File: src/rtl/seq_det_pkg.sv
// Shared types and defaults for the runtime-configurable serial pattern detector.
package seq_det_pkg;

    localparam int DEF_MAX_LEN = 8;
    localparam int DEF_CNT_W   = 8;

    typedef enum logic {
        IDLE  = 1'b0,
        ARMED = 1'b1
    } seq_state_e;

    // Width needed to hold a pattern length in the range 0..max_len.
    function automatic int len_w(input int max_len);
        return $clog2(max_len + 1);
    endfunction

endpackage

File: src/rtl/seq_det_sat_counter.sv
// Saturating up-counter with synchronous clear; clear has priority over increment.
module seq_det_sat_counter #(
    parameter int CNT_W = 8
) (
    input  logic             clk,
    input  logic             reset_n,
    input  logic             clr,
    input  logic             inc,
    output logic [CNT_W-1:0] count
);

    always_ff @(posedge clk or negedge reset_n) begin
        if (!reset_n) begin
            count <= '0;
        end else if (clr) begin
            count <= '0;
        end else if (inc && (count != '1)) begin
            count <= count + 1'b1;
        end
    end

endmodule

File: src/rtl/param_seq_detector.sv
// Mealy serial-pattern detector with runtime-loadable pattern, length and overlap mode.
// Optional match counter built only when SEQ_DET_MATCH_COUNT_EN is defined.
//
//   state | meaning
//   ------+------------------------------------------------
//   IDLE  | no legal configuration loaded; never detects
//   ARMED | shadow config valid; searching the bit stream
module param_seq_detector
    import seq_det_pkg::*;
#(
    parameter int MAX_LEN = DEF_MAX_LEN,
    parameter int LEN_W   = len_w(MAX_LEN),
    parameter int CNT_W   = DEF_CNT_W
) (
    input  logic               clk,
    input  logic               reset_n,
    input  logic               cfg_load,
    input  logic [MAX_LEN-1:0] pattern,
    input  logic [LEN_W-1:0]   pat_len,
    input  logic               overlap_en,
    input  logic               in_valid,
    input  logic               in_bit,
    output logic               detected,
    output logic               armed,
    output logic               cfg_err,
    output logic [CNT_W-1:0]   match_count
);

    localparam logic [LEN_W-1:0] FILL_MAX = LEN_W'(MAX_LEN - 1);

    seq_state_e         state_q, state_d;
    logic [MAX_LEN-1:0] pat_q;
    logic [LEN_W-1:0]   len_q;
    logic               ovl_q;
    logic [MAX_LEN-2:0] hist_q;
    logic [LEN_W-1:0]   fill_q;
    logic               cfg_err_q;

    logic               cfg_ok;
    logic               cfg_accept;
    logic [MAX_LEN-1:0] cand;
    logic [MAX_LEN-1:0] mask;
    logic               fill_ok;
    logic               pat_hit;

    assign cfg_ok     = (pat_len != '0) && (int'(pat_len) <= MAX_LEN);
    assign cfg_accept = cfg_load && cfg_ok;
    assign cand       = {hist_q, in_bit};
    assign fill_ok    = (int'(fill_q) + 1) >= int'(len_q);
    assign pat_hit    = (((cand ^ pat_q) & mask) == '0);
    assign armed      = (state_q == ARMED);
    assign cfg_err    = cfg_err_q;

    always_comb begin
        mask = '0;
        for (int i = 0; i < MAX_LEN; i++) begin
            mask[i] = (i < int'(len_q));
        end
    end

    always_ff @(posedge clk or negedge reset_n) begin
        if (!reset_n) begin
            state_q <= IDLE;
        end else begin
            state_q <= state_d;
        end
    end

    always_comb begin
        state_d  = state_q;
        detected = 1'b0;
        if (cfg_accept) begin
            state_d = ARMED;
        end
        // A load in the same cycle discards the incoming bit entirely.
        if ((state_q == ARMED) && in_valid && !cfg_load && fill_ok && pat_hit) begin
            detected = 1'b1;
        end
    end

    always_ff @(posedge clk or negedge reset_n) begin
        if (!reset_n) begin
            pat_q     <= '0;
            len_q     <= '0;
            ovl_q     <= 1'b0;
            hist_q    <= '0;
            fill_q    <= '0;
            cfg_err_q <= 1'b0;
        end else begin
            cfg_err_q <= cfg_load && !cfg_ok;
            if (cfg_load) begin
                if (cfg_ok) begin
                    pat_q  <= pattern;
                    len_q  <= pat_len;
                    ovl_q  <= overlap_en;
                    hist_q <= '0;
                    fill_q <= '0;
                end
            end else if (in_valid) begin
                if (detected && !ovl_q) begin
                    hist_q <= '0;
                    fill_q <= '0;
                end else begin
                    hist_q <= cand[MAX_LEN-2:0];
                    if (fill_q != FILL_MAX) begin
                        fill_q <= fill_q + 1'b1;
                    end
                end
            end
        end
    end

`ifdef SEQ_DET_MATCH_COUNT_EN
    seq_det_sat_counter #(
        .CNT_W (CNT_W)
    ) u_match_cnt (
        .clk     (clk),
        .reset_n (reset_n),
        .clr     (cfg_accept),
        .inc     (detected),
        .count   (match_count)
    );
`else
    assign match_count = '0;
`endif

endmodule

File: config.mk
export PLATFORM = sky130hd
export DESIGN_NAME = param_seq_detector
export DESIGN_NICKNAME = d
export VERILOG_FILES = /design/src/rtl/seq_det_pkg.sv /design/src/rtl/seq_det_sat_counter.sv /design/src/rtl/param_seq_detector.sv
export SDC_FILE = /design/constraint.sdc
export NUM_CORES = 1
export LEC_CHECK = 0
export CAP_MARGIN = 40
export CORE_MARGIN = 2
export CORE_UTILIZATION = 50
export DETAILED_ROUTE_END_ITERATION = 10
export GPL_ROUTABILITY_DRIVEN = 0
export PLACE_DENSITY_LB_ADDON = 0.3
export SLEW_MARGIN = 10
export SYNTH_ARGS = -nofsm -noshare
export SYNTH_HDL_FRONTEND = slang
export SYNTH_SLANG_ARGS = --single-unit
export TNS_END_PERCENT = 100
File: constraint.sdc
create_clock -name clk -period 2.53 [get_ports clk]
set_input_delay 0.3795 -clock clk [delete_from_list [all_inputs] [get_ports clk]]
set_output_delay 0.3795 -clock clk [all_outputs]
set_load 0.02 [all_outputs]
==> flow_metrics.tcl, run 1 <==
set metrics [dict create \
    cts_hold_buf 0 \
    antenna_left 0 \
    max_stage_delay_ns 0.45 \
    synthTopCellsByCount "26 x dfrtp_1, 12 x mux2_2, 8 x a21oi_1, 8 x buf_4" \
    p_leak_uw 0.000865 \
    async_flop_share_pct 100 \
    clk_pin_slew_worst_paths_ns 0.14 \
    drt-pass1-iter-count 4 \
    clock-root-buffer "clkbuf_4" \
    slew_violations 0 \
    hpwlAfterDp_um 2410 \
    cts_tree "done" \
    drt-initial-drc-count 37 \
    r2r_end "fill_q[2]$_DFFE_PN0P_" \
    drive_gt1_share_pct 27.3 \
    yosysMostFrequentCell "dfrtp_1" \
    yosysWarnings 0 \
    synth_edf_count 0 \
    ios 29 \
    die_x_um 57.2 \
    finalNetCount 196 \
    power_density_nw_per_um2 632 \
    r2r_slack_ns 0.13 \
    synth_top_cell_by_area "dfrtp_1" \
    startpoint_type "flip-flop" \
    port_buffers 20 \
    synth_top_area_share_pct 46.0 \
    fin_skew_ns 0.00459 \
    rsz0062_at_grt "true" \
    post-route-drc-count 0 \
    status "complete, no violations" \
    hold_class "in -> async" \
    antenna_found_initial 0 \
    num_rows 19 \
    grt_overflow 0 \
    clkSinkCount 26 \
    ir_worst_vdd_mv 0.486 \
    finalPower_uw 1200 \
    syn_inst 131 \
    path_cells "ha_4, ha_4, a21o_1, a21o_1, a211oi_2, nor4_1, buf_2" \
    timing.final.crit_share_pct 99.8 \
    synth.cell_area_um2 1420 \
    slowest_stage "dfrtp_1" \
    critPathCaptureType "primary output" \
    setup_tns_ns 0 \
    finalHoldViolCount 0 \
    grt_usage_pct 21.2 \
    crit_fanout 2 \
    ys_seq_area_share_pct 46.0 \
    wl_per_cell_um 16.2 \
    core_um2 2730 \
    cts_buffer_depth 2 \
    grt_max_degree 27 \
    fmax_mhz 396 \
    ys_ff_latch 26 \
    grt_pass1_wl_um 5360 \
    finalSetupViolCount 0 \
    area_growth_pct 34.4 \
    crit_required_ns 2.15 \
    vias 1174 \
    crit_arrival_ns 2.15 \
    drv_cap 0 \
    yosysUniqueCellTypes 32 \
    dieArea_um2 3270 \
    yosys_most_used_dff "dfrtp_1" \
    initial_core_util_pct 51.8 \
    period_needed_ns 2.53 \
    postRouteWirelength_um 3300 \
    numCtsBuffers 3 \
    avgSynthCellArea_um2 10.8 \
    insertion_delay_ns 0.32 \
    h-tree-depth 1 \
    die_height_um 57.2 \
    crit_type "reg -> out" \
    synth_area_leaders "dfrtp_1 46%, mux2_2 9.5%, ha_1 4.4%" \
    grt_pass1_vias 1196 \
    routed_via_density 5.78 \
    ff2ff_path_depth 7 \
    reg2reg_from "len_q[1]$_DFFE_PN0P_" \
    diodes 0 \
]
==> critical path, delay by kind of cell (launching register included) <==
kind / cells / cell delay, ns
fa+ha+maj: 2 / 0.51
buf+inv: 1 / 0.17
compound gates: 3 / 0.60
simple gates: 1 / 0.08
flops: 1 / 0.45
==> final cells by class <==
cell class | count | area, um2
Inverter | 4 | 15.0
Clock buffer | 4 | 36.3
Multi-Input combinational cell | 98 | 812
Sequential cell | 26 | 651
Timing Repair Buffer | 40 | 349
Tap cell | 31 | 38.8
Fill cell | 213 | 832
==> kinds of logic after synthesis <==
family	after synthesis	synth area share (%)
xor+xnor	10	6.19
simple gates	27	9.55
other cells	1	0.265
flops	26	46.0
compound gates	35	17.5
mux	13	10.3
buf+inv	14	5.84
fa+ha+maj	5	4.42
==> report_power, final <==
group | total (uW) | internal [uW] | leakage, uW | switching, uW
logic | 468 | 260 | 0.000521 | 208
clock network | 213 | 88.1 | 0.0000210 | 125
registers | 521 | 468 | 0.000323 | 52.7
==> through the flow <==
step | hold WS [ns] | util [%] | worst slack, ns | cells | area [um2]
2_1_floorplan | 0.0839 | - | 0.114 | 138 | 1440
3_3_place_gp | 0.503 | 63.1 | -0.126 | 194 | 1730
3_5_place_dp | 0.502 | 63.1 | -0.203 | 194 | 1730
4_1_cts | 0.419 | 65.0 | -0.00584 | 200 | 1780
5_1_grt | 0.426 | 69.6 | -0.0688 | 203 | 1900
6_report | 0.411 | 69.6 | 0.00447 | 203 | 1900
==> worst max-delay path by stage <==
stage | end | cells after the start | slack [ns] | start
after global routing | detected | 7 | -0.07 | fill_q[0]$_DFFE_PN0P_
after global placement | detected | 7 | -0.13 | fill_q[0]$_DFFE_PN0P_
after detailed placement | detected | 7 | -0.20 | fill_q[0]$_DFFE_PN0P_
final | detected | 7 | 0.004 | fill_q[0]$_DFFE_PN0P_
after floorplan | detected | 6 | 0.11 | fill_q[0]$_DFFE_PN0P_
after CTS | detected | 7 | -0.006 | fill_q[1]$_DFFE_PN0P_
==> flip-flops by register name, indices dropped and copies added (netlist names) <==
signal	flops
pat_q	8
hist_q	7
fill_q	4
len_q	4
armed	1
cfg_err	1
ovl_q	1
==> cells in the final DEF (no fill, tap or decap), types with 2 or more instances in the layout <==
master	Yosys	layout
dfrtp_1	26	26
clkdlybuf4s50_1	0	19
buf_4	8	19
mux2_2	12	12
conb_1	1	8
xor2_1	7	7
a21oi_1	8	7
nand2_1	7	7
a22o_1	7	7
o21ai_0	6	6
nor2_1	5	5
inv_1	4	4
ha_4	0	4
a21o_1	3	3
nand3_1	4	3
clkbuf_4	0	3
xnor2_1	3	2
o31ai_1	2	2
or4_1	2	2
and2_1	2	2
o22a_1	2	2
==> layer usage <==
metal | part of all wire [%] | GRT usage, % | vias to the layer above
li1 | - | - | 545
met1 | 41 | 27.6 | 574
met2 | 52 | 36.9 | 47
met3 | 4.2 | 2.04 | 8
met4 | 2.5 | 7.64 | 0
met5 | 0 | 0 | -
==> what timing repair did <==
action / 4_1_cts / 5_1_grt
resized for setup: 6 / 12
endpoints found under the setup margin: 1 / 8
gates cloned: 0 / 0
pin swaps: 5 / 6
setup buffers: 2 / 3
Power figures use the tool's default switching activity.
==> run 2, diff against run 1 <==
--- a/config.mk
+++ b/config.mk
@@ -6,8 +6,10 @@
 export NUM_CORES = 1
 export LEC_CHECK = 0
 export CAP_MARGIN = 40
+export CELL_PAD_IN_SITES_DETAIL_PLACEMENT = 1
+export CELL_PAD_IN_SITES_GLOBAL_PLACEMENT = 2
 export CORE_MARGIN = 2
-export CORE_UTILIZATION = 50
+export CORE_UTILIZATION = 32
 export DETAILED_ROUTE_END_ITERATION = 10
 export GPL_ROUTABILITY_DRIVEN = 0
 export PLACE_DENSITY_LB_ADDON = 0.3
==> run 2 against run 1 <==
  * Critical path depth rose by 1
  * Register-to-register slack improved by 0.06 ns
  * First-iteration DRC count fell by 14%
  * Via count fell by 3.8%
  * Global-route usage fell by 6.8 points
  * Final area fell by 2.0%
  * Sequential power fell by 2%
  * Setup slack improved by 0.055 ns
  * Sequential cell count did not move
  * Total power fell by 1.3%
  * Clock skew barely moved
  * Sequential share of layout area rose by 0.69 points
  * Critical endpoint unchanged
==> flow_metrics.tcl, run 2 (synthesis gave the netlist of run 1 again) <==
set metrics [dict create \
    startpoint_type "flip-flop" \
    finalHoldViolCount 0 \
    area_growth_pct 31.7 \
    h-tree-depth 1 \
    drv_cap 0 \
    crit_required_ns 2.15 \
    reg2reg_from "len_q[1]$_DFFE_PN0P_" \
    insertion_delay_ns 0.27 \
    critPathCaptureType "primary output" \
    top_register "pat_q" \
    stdcell_area_um2 1860 \
    drt-pass1-iter-count 4 \
    port_buffers 20 \
    largestRegisters "pat_q x8, hist_q x7" \
    p_switching_uw 359 \
    power_density_nw_per_um2 636 \
    drive_gt1_share_pct 22.5 \
    postRouteWirelength_um 3260 \
    core_um2 4290 \
    p_sw_share_pct 30.3 \
    cp_num_cells 8 \
    final.fill_count 484 \
    placed_area_um2 1760 \
    ios 29 \
    cpMostUsedCell "a21o_1" \
    timing.final.crit_share_pct 97.6 \
    clk_pin_slew_worst_paths_ns 0.09 \
    crit_buf_inv 2 \
    p_seq_share_pct 42.9 \
    hpwlAfterDp_um 2580 \
    crit_arrival_ns 2.09 \
    fmax_mhz 405 \
    r2r_end "hist_q[0]$_DFFE_PN0P_" \
    cp-endpoint "detected" \
    cts_hold_buf 0 \
    max_stage_delay_ns 0.42 \
    die_x_um 70.5 \
    clockPowerShare_pct 23.1 \
    diodes 0 \
    grt_overflow 0 \
    internal_power_uw 827 \
    post-route-drc-count 0 \
    grt_pass1_wl_um 5680 \
    routed_via_density 5.11 \
    clkSinkCount 26 \
    cts_buffer_depth 2 \
    clock-root-buffer "clkbuf_8" \
    antenna_left 0 \
    slew_violations 0 \
    num_rows 24 \
    path_cells "buf_6, ha_1, nand2b_1, a21o_1, a21o_1, a211oi_2, nor4_2, buf_4" \
    grt_usage_pct 14.4 \
    ir_worst_vdd_mv 0.284 \
    grt_max_degree 27 \
    period_needed_ns 2.47 \
    die_height_um 70.5 \
    initial_core_util_pct 33.0 \
    startpoint "fill_q[0]$_DFFE_PN0P_" \
    setup_tns_ns 0 \
    status "complete, no violations" \
    r2r_slack_ns 0.19 \
    hold_class "in -> async" \
    finalNetCount 193 \
    dieArea_um2 4970 \
    grt_pass1_vias 1215 \
    antenna_found_initial 0 \
    crit_fanout 5 \
    slowest_stage "dfrtp_1" \
    power_frac_comb_pct 34.0 \
    p_leak_uw 0.000852 \
    finalSetupViolCount 0 \
    vias 1129 \
    wl_per_cell_um 14.7 \
    fin_skew_ns 0.00439 \
    cts_tree "done" \
    rsz0062_at_grt "true" \
    ff2ff_path_depth 7 \
    crit_type "reg -> out" \
    cpLargestDelayFamily "compound AO/OA/AOI/OAI gates" \
    largest_reg_flops 8 \
    final_common_cell "dfrtp_1" \
    drt-initial-drc-count 32 \
    layout_common_cells "26 x dfrtp_1, 19 x clkdlybuf4s50_1, 16 x buf_4" \
    numCtsBuffers 3 \
]
run 2: routing by layer:
layer  GRT usage (%)  part of all wire (%)  vias to the layer above
li1                -                     -                      538
met1            17.3                    43                      559
met2            25.6                    51                       26
met3            3.17                   4.3                        6
met4            4.27                   1.7                        0
met5               0                     0                        -
run 2: worst min-delay path by stage:
stage                            startpoint               endpoint  slack [ns]  cells after the start
after global placement    armed$_DFFE_PN0P_      armed$_DFFE_PN0P_        0.51                      1
after detailed placement  armed$_DFFE_PN0P_      armed$_DFFE_PN0P_        0.51                      1
final                               reset_n  fill_q[3]$_DFFE_PN0P_        0.47                      2
after floorplan                     reset_n      armed$_DFFE_PN0P_        0.08                      0
after global routing                reset_n  fill_q[2]$_DFFE_PN0P_        0.51                      2
after CTS                           reset_n  fill_q[3]$_DFFE_PN0P_        0.49                      2
run 2: final cells by class:
cell class	count	area (um2)	share of cell area (%)
Sequential cell	26	651	34.9
Multi-Input combinational cell	98	737	39.5
Clock buffer	4	55.1	2.95
Inverter	4	15.0	0.805
Timing Repair Buffer	37	342	18.3
Tap cell	52	65.1	3.49
run 2: repair_timing:
| item | 4_1_cts | 5_1_grt |
|---|---|---|
| pin swaps | 1 | 5 |
| resized for setup | 6 | 5 |
| buffers inserted | 1 | 1 |
| endpoints found under the setup margin | 1 | 1 |
run 2: power groups by stage:
stage	clock [uW]	sequential (uW)	combinational, uW
2_1_floorplan	0	521	215
3_3_place_gp	0	512	351
3_5_place_dp	0	516	364
4_1_cts	279	507	380
5_1_grt	299	517	455
6_report	274	509	404
run 2: stage by stage:
step	setup slack, ns	hold WS, ns	power [uW]	util [%]	instances
floorplan	0.114	0.0839	736	-	138
finish	0.0600	0.470	1190	43.4	221
global placement	-0.138	0.513	863	41.1	215
detailed placement	-0.266	0.512	880	41.1	215
CTS	0.0223	0.488	1170	42.5	220
global route	-0.0479	0.505	1270	43.4	221
==> RTL change 1 (flow settings as in run 1) <==
Add a define of `SEQ_DET_MATCH_COUNT_EN`.
--- a/src/rtl/param_seq_detector.sv
+++ b/src/rtl/param_seq_detector.sv
@@ -5,6 +5,8 @@
 //   ------+------------------------------------------------
 //   IDLE  | no legal configuration loaded; never detects
 //   ARMED | shadow config valid; searching the bit stream
+`define SEQ_DET_MATCH_COUNT_EN
+
 module param_seq_detector
     import seq_det_pkg::*;
 #(
Formal check against the unedited RTL: not equivalent (a bounded check fails within 4 cycles, from zero or initial values and one cycle with reset_n low).
==> RTL change 1 against run 1 <==
Worst setup slack improved by 0.12 ns; global-route usage increased by 0.065 points; utilization decreased by 3.1 points; cell area increased by 18%; clock skew increased by 0.011 ns; synthesized area increased by 26%; first-iteration DRC count increased to 2.8 times the old value; power increased by 21%; combinational power decreased by 6.2%; sequential cell count increased by 8; wire length increased by 16%; sequential share of layout area increased by 3.6 points; largest power group unchanged; highest routed layer unchanged.
==> RTL change 1: results (changes against run 1) <==
status = complete, no violations (unchanged)
Non-Clock Inverter Count = 8 (was 4)
clock buf count = 7 (was 4)
R2R cell count = 9 (was 7)
synthesized area per cell = 9.07 um2 (was 10.8 um2)
met1 Resource Use GR = 0.293 (was 0.276)
post-CTS sizing = 3 (was 6)
setup bufs post-CTS = 0 (was 2)
Register Area = 852 um2 (was 651 um2)
Netlist cell types = 34 (was 32)
Initial DRC Count = 104 (was 37)
dpl cells = 277 (was 194)
worst IR drop on VDD = 406 uV (was 486 uV)
number of multi-input combinational cells = 149 (was 98)
Synth area leaders = dfrtp_1 (48%), nand2_1 (9.7%), o21ai_0 (4.8%) (was dfrtp_1 (46%), mux2_2 (9.5%), ha_1 (4.4%))
WL met2 = 1.79 mm (was 1.72 mm)
Clock-cell share = 0.0267 (was 0.0191)
Reg clk slew, reported paths = 0.11 ns (was 0.14 ns)
Skew-Pair Late Insertion Delay = 0.34 ns (was 0.32 ns)
multi-input logic portion of the cell area = 0.394 (was 0.427)
Post-DP HPWL = 2.86 mm (was 2.41 mm)
final-stage net count = 262 (was 196)
via count = 1,535 (was 1,174)
met3 usage = 0.0528 (was 0.0204)
Fillers = 283 (was 213)
sequential cells = 34 (was 26)
Post-Place Setup Slack = 0.00187 ns (was -0.203 ns)
Critical Path AT = 2.02 ns (was 2.15 ns)
port bufs = 28 (was 20)
Met3 Wirelength = 163 um (was 138 um)
Total Wirelength = 3.82 mm (was 3.30 mm)
H-tree Lvls = 2 (was 1)
post-layout util = 0.664 (was 0.696)
register area share after synthesis = 0.476 (was 0.460)
routed metal-1 wirelength = 1.82 mm (was 1.35 mm)
largest net degree at the start of global routing = 35 (was 27)
critical path's top delay family = adder cells (was compound AO/OA/AOI/OAI gates)
Synth top cells by count = nand2_1 (46), dfrtp_1 (34), o21ai_0 (17) (was dfrtp_1 (26), mux2_2 (12), a21oi_1 (8), buf_4 (8))
total track usage = 0.213 (was 0.212)
r2r endpoint = u_match_cnt.count[5]$_DFFE_PN0P_ (was fill_q[2]$_DFFE_PN0P_)
worst hold slack = 0.423 ns (was 0.411 ns)
first-pass GRT wire length = 6.78 mm (was 5.36 mm)
==> RTL change 1: cell count changes in the layout (fill, tap and decap cells not counted), moves of 6 or more <==
cell | before | now
o21ai_0 | 6 | 16
clkdlybuf4s50_1 | 19 | 27
xnor2_1 | 2 | 9
dfrtp_1 | 26 | 33
nand2_1 | 7 | 46
buf_4 | 19 | 12
conb_1 | 8 | 0
nand3_1 | 3 | 14
a22o_1 | 7 | 1
mux2_2 | 12 | 3
==> RTL change 1: where the power goes <==
| group | switching (mW) | total, mW | internal [mW] |
|---|---|---|---|
| combinational | 0.218 | 0.439 | 0.221 |
| sequential | 0.0875 | 0.704 | 0.616 |
| clock | 0.179 | 0.314 | 0.135 |
| total | 0.484 | 1.46 | 0.972 |
==> RTL change 1: cells by family after synthesis <==
family,count (synthesis),synth area share
AND/OR/NAND/NOR,83,0.211
flip-flops,34,0.476
multiplexers,6,0.0357
AO/OA/AOI/OAI,43,0.151
XOR/XNOR,11,0.0539
buffers and inverters,14,0.0301
adder cells (fa/ha/maj),6,0.0420
==> RTL change 2 (settings of run 1) <==
Without the edit above. Add an input register stage for `cfg_load`, `pattern`, `pat_len`, `overlap_en`, `in_valid` and `in_bit`, with the module's reset; this delays them by one clock.
--- a/src/rtl/param_seq_detector.sv
+++ b/src/rtl/param_seq_detector.sv
@@ -28,6 +28,31 @@
 
     localparam logic [LEN_W-1:0] FILL_MAX = LEN_W'(MAX_LEN - 1);
 
+    logic cfg_load_q;
+    logic [MAX_LEN-1:0] pattern_q;
+    logic [LEN_W-1:0] pat_len_q;
+    logic overlap_en_q;
+    logic in_valid_q;
+    logic in_bit_q;
+
+    always_ff @(posedge clk or negedge reset_n) begin
+        if (!reset_n) begin
+            cfg_load_q   <= '0;
+            pattern_q    <= '0;
+            pat_len_q    <= '0;
+            overlap_en_q <= '0;
+            in_valid_q   <= '0;
+            in_bit_q     <= '0;
+        end else begin
+            cfg_load_q   <= cfg_load;
+            pattern_q    <= pattern;
+            pat_len_q    <= pat_len;
+            overlap_en_q <= overlap_en;
+            in_valid_q   <= in_valid;
+            in_bit_q     <= in_bit;
+        end
+    end
+
     seq_state_e         state_q, state_d;
     logic [MAX_LEN-1:0] pat_q;
     logic [LEN_W-1:0]   len_q;
@@ -43,9 +68,9 @@
     logic               fill_ok;
     logic               pat_hit;
 
-    assign cfg_ok     = (pat_len != '0) && (int'(pat_len) <= MAX_LEN);
-    assign cfg_accept = cfg_load && cfg_ok;
-    assign cand       = {hist_q, in_bit};
+    assign cfg_ok     = (pat_len_q != '0) && (int'(pat_len_q) <= MAX_LEN);
+    assign cfg_accept = cfg_load_q && cfg_ok;
+    assign cand       = {hist_q, in_bit_q};
     assign fill_ok    = (int'(fill_q) + 1) >= int'(len_q);
     assign pat_hit    = (((cand ^ pat_q) & mask) == '0);
     assign armed      = (state_q == ARMED);
@@ -73,7 +98,7 @@
             state_d = ARMED;
         end
         // A load in the same cycle discards the incoming bit entirely.
-        if ((state_q == ARMED) && in_valid && !cfg_load && fill_ok && pat_hit) begin
+        if ((state_q == ARMED) && in_valid_q && !cfg_load_q && fill_ok && pat_hit) begin
             detected = 1'b1;
         end
     end
@@ -87,16 +112,16 @@
             fill_q    <= '0;
             cfg_err_q <= 1'b0;
         end else begin
-            cfg_err_q <= cfg_load && !cfg_ok;
-            if (cfg_load) begin
+            cfg_err_q <= cfg_load_q && !cfg_ok;
+            if (cfg_load_q) begin
                 if (cfg_ok) begin
-                    pat_q  <= pattern;
-                    len_q  <= pat_len;
-                    ovl_q  <= overlap_en;
+                    pat_q  <= pattern_q;
+                    len_q  <= pat_len_q;
+                    ovl_q  <= overlap_en_q;
                     hist_q <= '0;
                     fill_q <= '0;
                 end
-            end else if (in_valid) begin
+            end else if (in_valid_q) begin
                 if (detected && !ovl_q) begin
                     hist_q <= '0;
                     fill_q <= '0;
Formal check against the unedited RTL: not equivalent (a bounded check fails within 4 cycles, from zero or initial values and one cycle with reset_n low).
==> RTL change 2 against run 1 <==
The run now ends with setup timing left; final cell count is 17% higher; sequential share of layout area increased by 11 points; synthesized area rose by 28%; first-iteration DRC count is 95% higher; critical path depth unchanged; worst setup slack lost 0.040 ns; sequential cell count grew 16; synthesized cell count increased by 12%; power rose by 31%; wire length grew 7.9%; cell area increased by 23%; clock power increased by 41%; critical path type unchanged; highest routed layer unchanged.
==> RTL change 2: results (changes against run 1) <==
status = finished, violations left (was complete, no violations)
failing checks = setup timing
Fillers = 261 (was 213)
register area share after synthesis = 0.579 (was 0.460)
H-tree Lvls = 2 (was 1)
P_sw = 464 uW (was 385 uW)
Synth top cells by count = dfrtp_1 (42), mux2_2 (12), a21oi_1 (8), buf_4 (8) (was dfrtp_1 (26), mux2_2 (12), a21oi_1 (8), buf_4 (8))
initial antenna violation count = 0 (unchanged)
Post-Place Setup Slack = -0.183 ns (was -0.203 ns)
final-stage net count = 214 (was 196)
met3 usage = 0.0563 (was 0.0204)
Initial DRC Count = 72 (was 37)
Fin Clk Skew = 0.0117 ns (was 0.00459 ns)
r2r endpoint = fill_q[0]$_DFFE_PN0P_ (was fill_q[2]$_DFFE_PN0P_)
Worst Setup Slack, final = -0.0356 ns (was 0.00447 ns)
share of cells above drive strength 1 = 0.251 (was 0.273)
Reg clk slew, reported paths = 0.12 ns (was 0.14 ns)
Vias per Instance = 5.46 (was 5.78)
Skew-Pair Late Insertion Delay = 0.34 ns (was 0.32 ns)
DRT Pass-1 Iters = 4 (unchanged)
vias in the first global route = 1,272 (was 1,196)
minimum clock period = 2.57 ns (was 2.53 ns)
Critical Path AT = 2.19 ns (was 2.15 ns)
met2 usage = 0.307 (was 0.369)
Post-DP HPWL = 2.41 mm (about the same)
final setup fails = 1 (was 0)
Synth area leaders = dfrtp_1 (58%), mux2_2 (7.4%), ha_1 (3.4%) (was dfrtp_1 (46%), mux2_2 (9.5%), ha_1 (4.4%))
Largest regs = pat_q (8), pattern_q (8), hist_q (7) (was pat_q (8), hist_q (7))
met1 Resource Use GR = 0.228 (was 0.276)
Total Wirelength = 3.56 mm (was 3.30 mm)
worst IR drop on VDD = 449 uV (was 486 uV)
largest net degree at the start of global routing = 33 (was 27)
CTS buffer count = 5 (was 3)
## RTL change 2: cell types whose count changed after synthesis
cell and change:
dfrtp_1 +16
## RTL change 2: how the worst max path moves through the flow
| stage | to | slack (ns) | cells after the start |
|---|---|---|---|
| CTS | detected | 0.02 | 8 |
| global route | detected | -0.13 | 5 |
| finish | detected | -0.04 | 7 |
| floorplan | detected | 0.11 | 6 |
| detailed placement | detected | -0.18 | 7 |
| global placement | detected | -0.09 | 7 |
## RTL change 2: cells by family after synthesis
kind of cell,after synthesis,synth area share
muxes,13,0.0799
other,1,0.00207
DFF,42,0.579
and+or+nand+nor,27,0.0744
AOI/OAI and AO/OA,35,0.136
adders and majority gates,5,0.0345
buffers and inverters,14,0.0455
xor gates and xnor gates,10,0.0482
## RTL change 2: timing repair
action                                 4_1_cts  5_1_grt
hold buffers                                 1        0
pin swaps                                    3        8
endpoints found under the hold margin       10        0
gates cloned                                 0        0
buffers inserted                             2        4
gates resized for setup                      8       11
setup endpoints to repair                    1        8
## RTL change 2: worst max-delay path: cells and delay by family (launching register included)
| kind | cells | cell delay [ns] |
|---|---|---|
| AOI/OAI and AO/OA | 3 | 0.65 |
| adders and majority gates | 2 | 0.49 |
| buffers and inverters | 1 | 0.17 |
| DFF | 1 | 0.44 |
| and+or+nand+nor | 1 | 0.09 |
## RTL change 2: final cells by class
type	count	share of cell area
timing repair buffer	40	0.157
sequential	42	0.451
inverter	4	0.00644
multi-input combinational	98	0.342
clock buffer	7	0.0193
tap	46	0.0247
## RTL change 2: metrics by stage
step	total power, mW	area [um2]	cells	hold slack, ns	TNS, ns
6_report	1.57	2330	237	0.430	-0.0356
3_3_place_gp	1.12	2120	222	0.458	-0.0937
2_1_floorplan	1.01	1840	154	0.0839	0
5_1_grt	1.67	2330	237	0.426	-0.130
4_1_cts	1.49	2220	233	0.421	0
3_5_place_dp	1.15	2140	223	0.273	-0.183
## RTL change 2: layer usage
layer,up-vias,part of all wire
met1,643,0.40
met3,8,0.055
met5,-,0
met4,0,0.021
li1,597,-
met2,45,0.52
## RTL change 2: power by group through the flow
stage	Clock (mW)	Sequential, mW	Combinational, mW
after CTS	0.314	0.790	0.383
after global routing	0.352	0.804	0.513
after detailed placement	0	0.800	0.348
after global placement	0	0.795	0.325
final	0.301	0.794	0.475
after floorplan	0	0.800	0.215
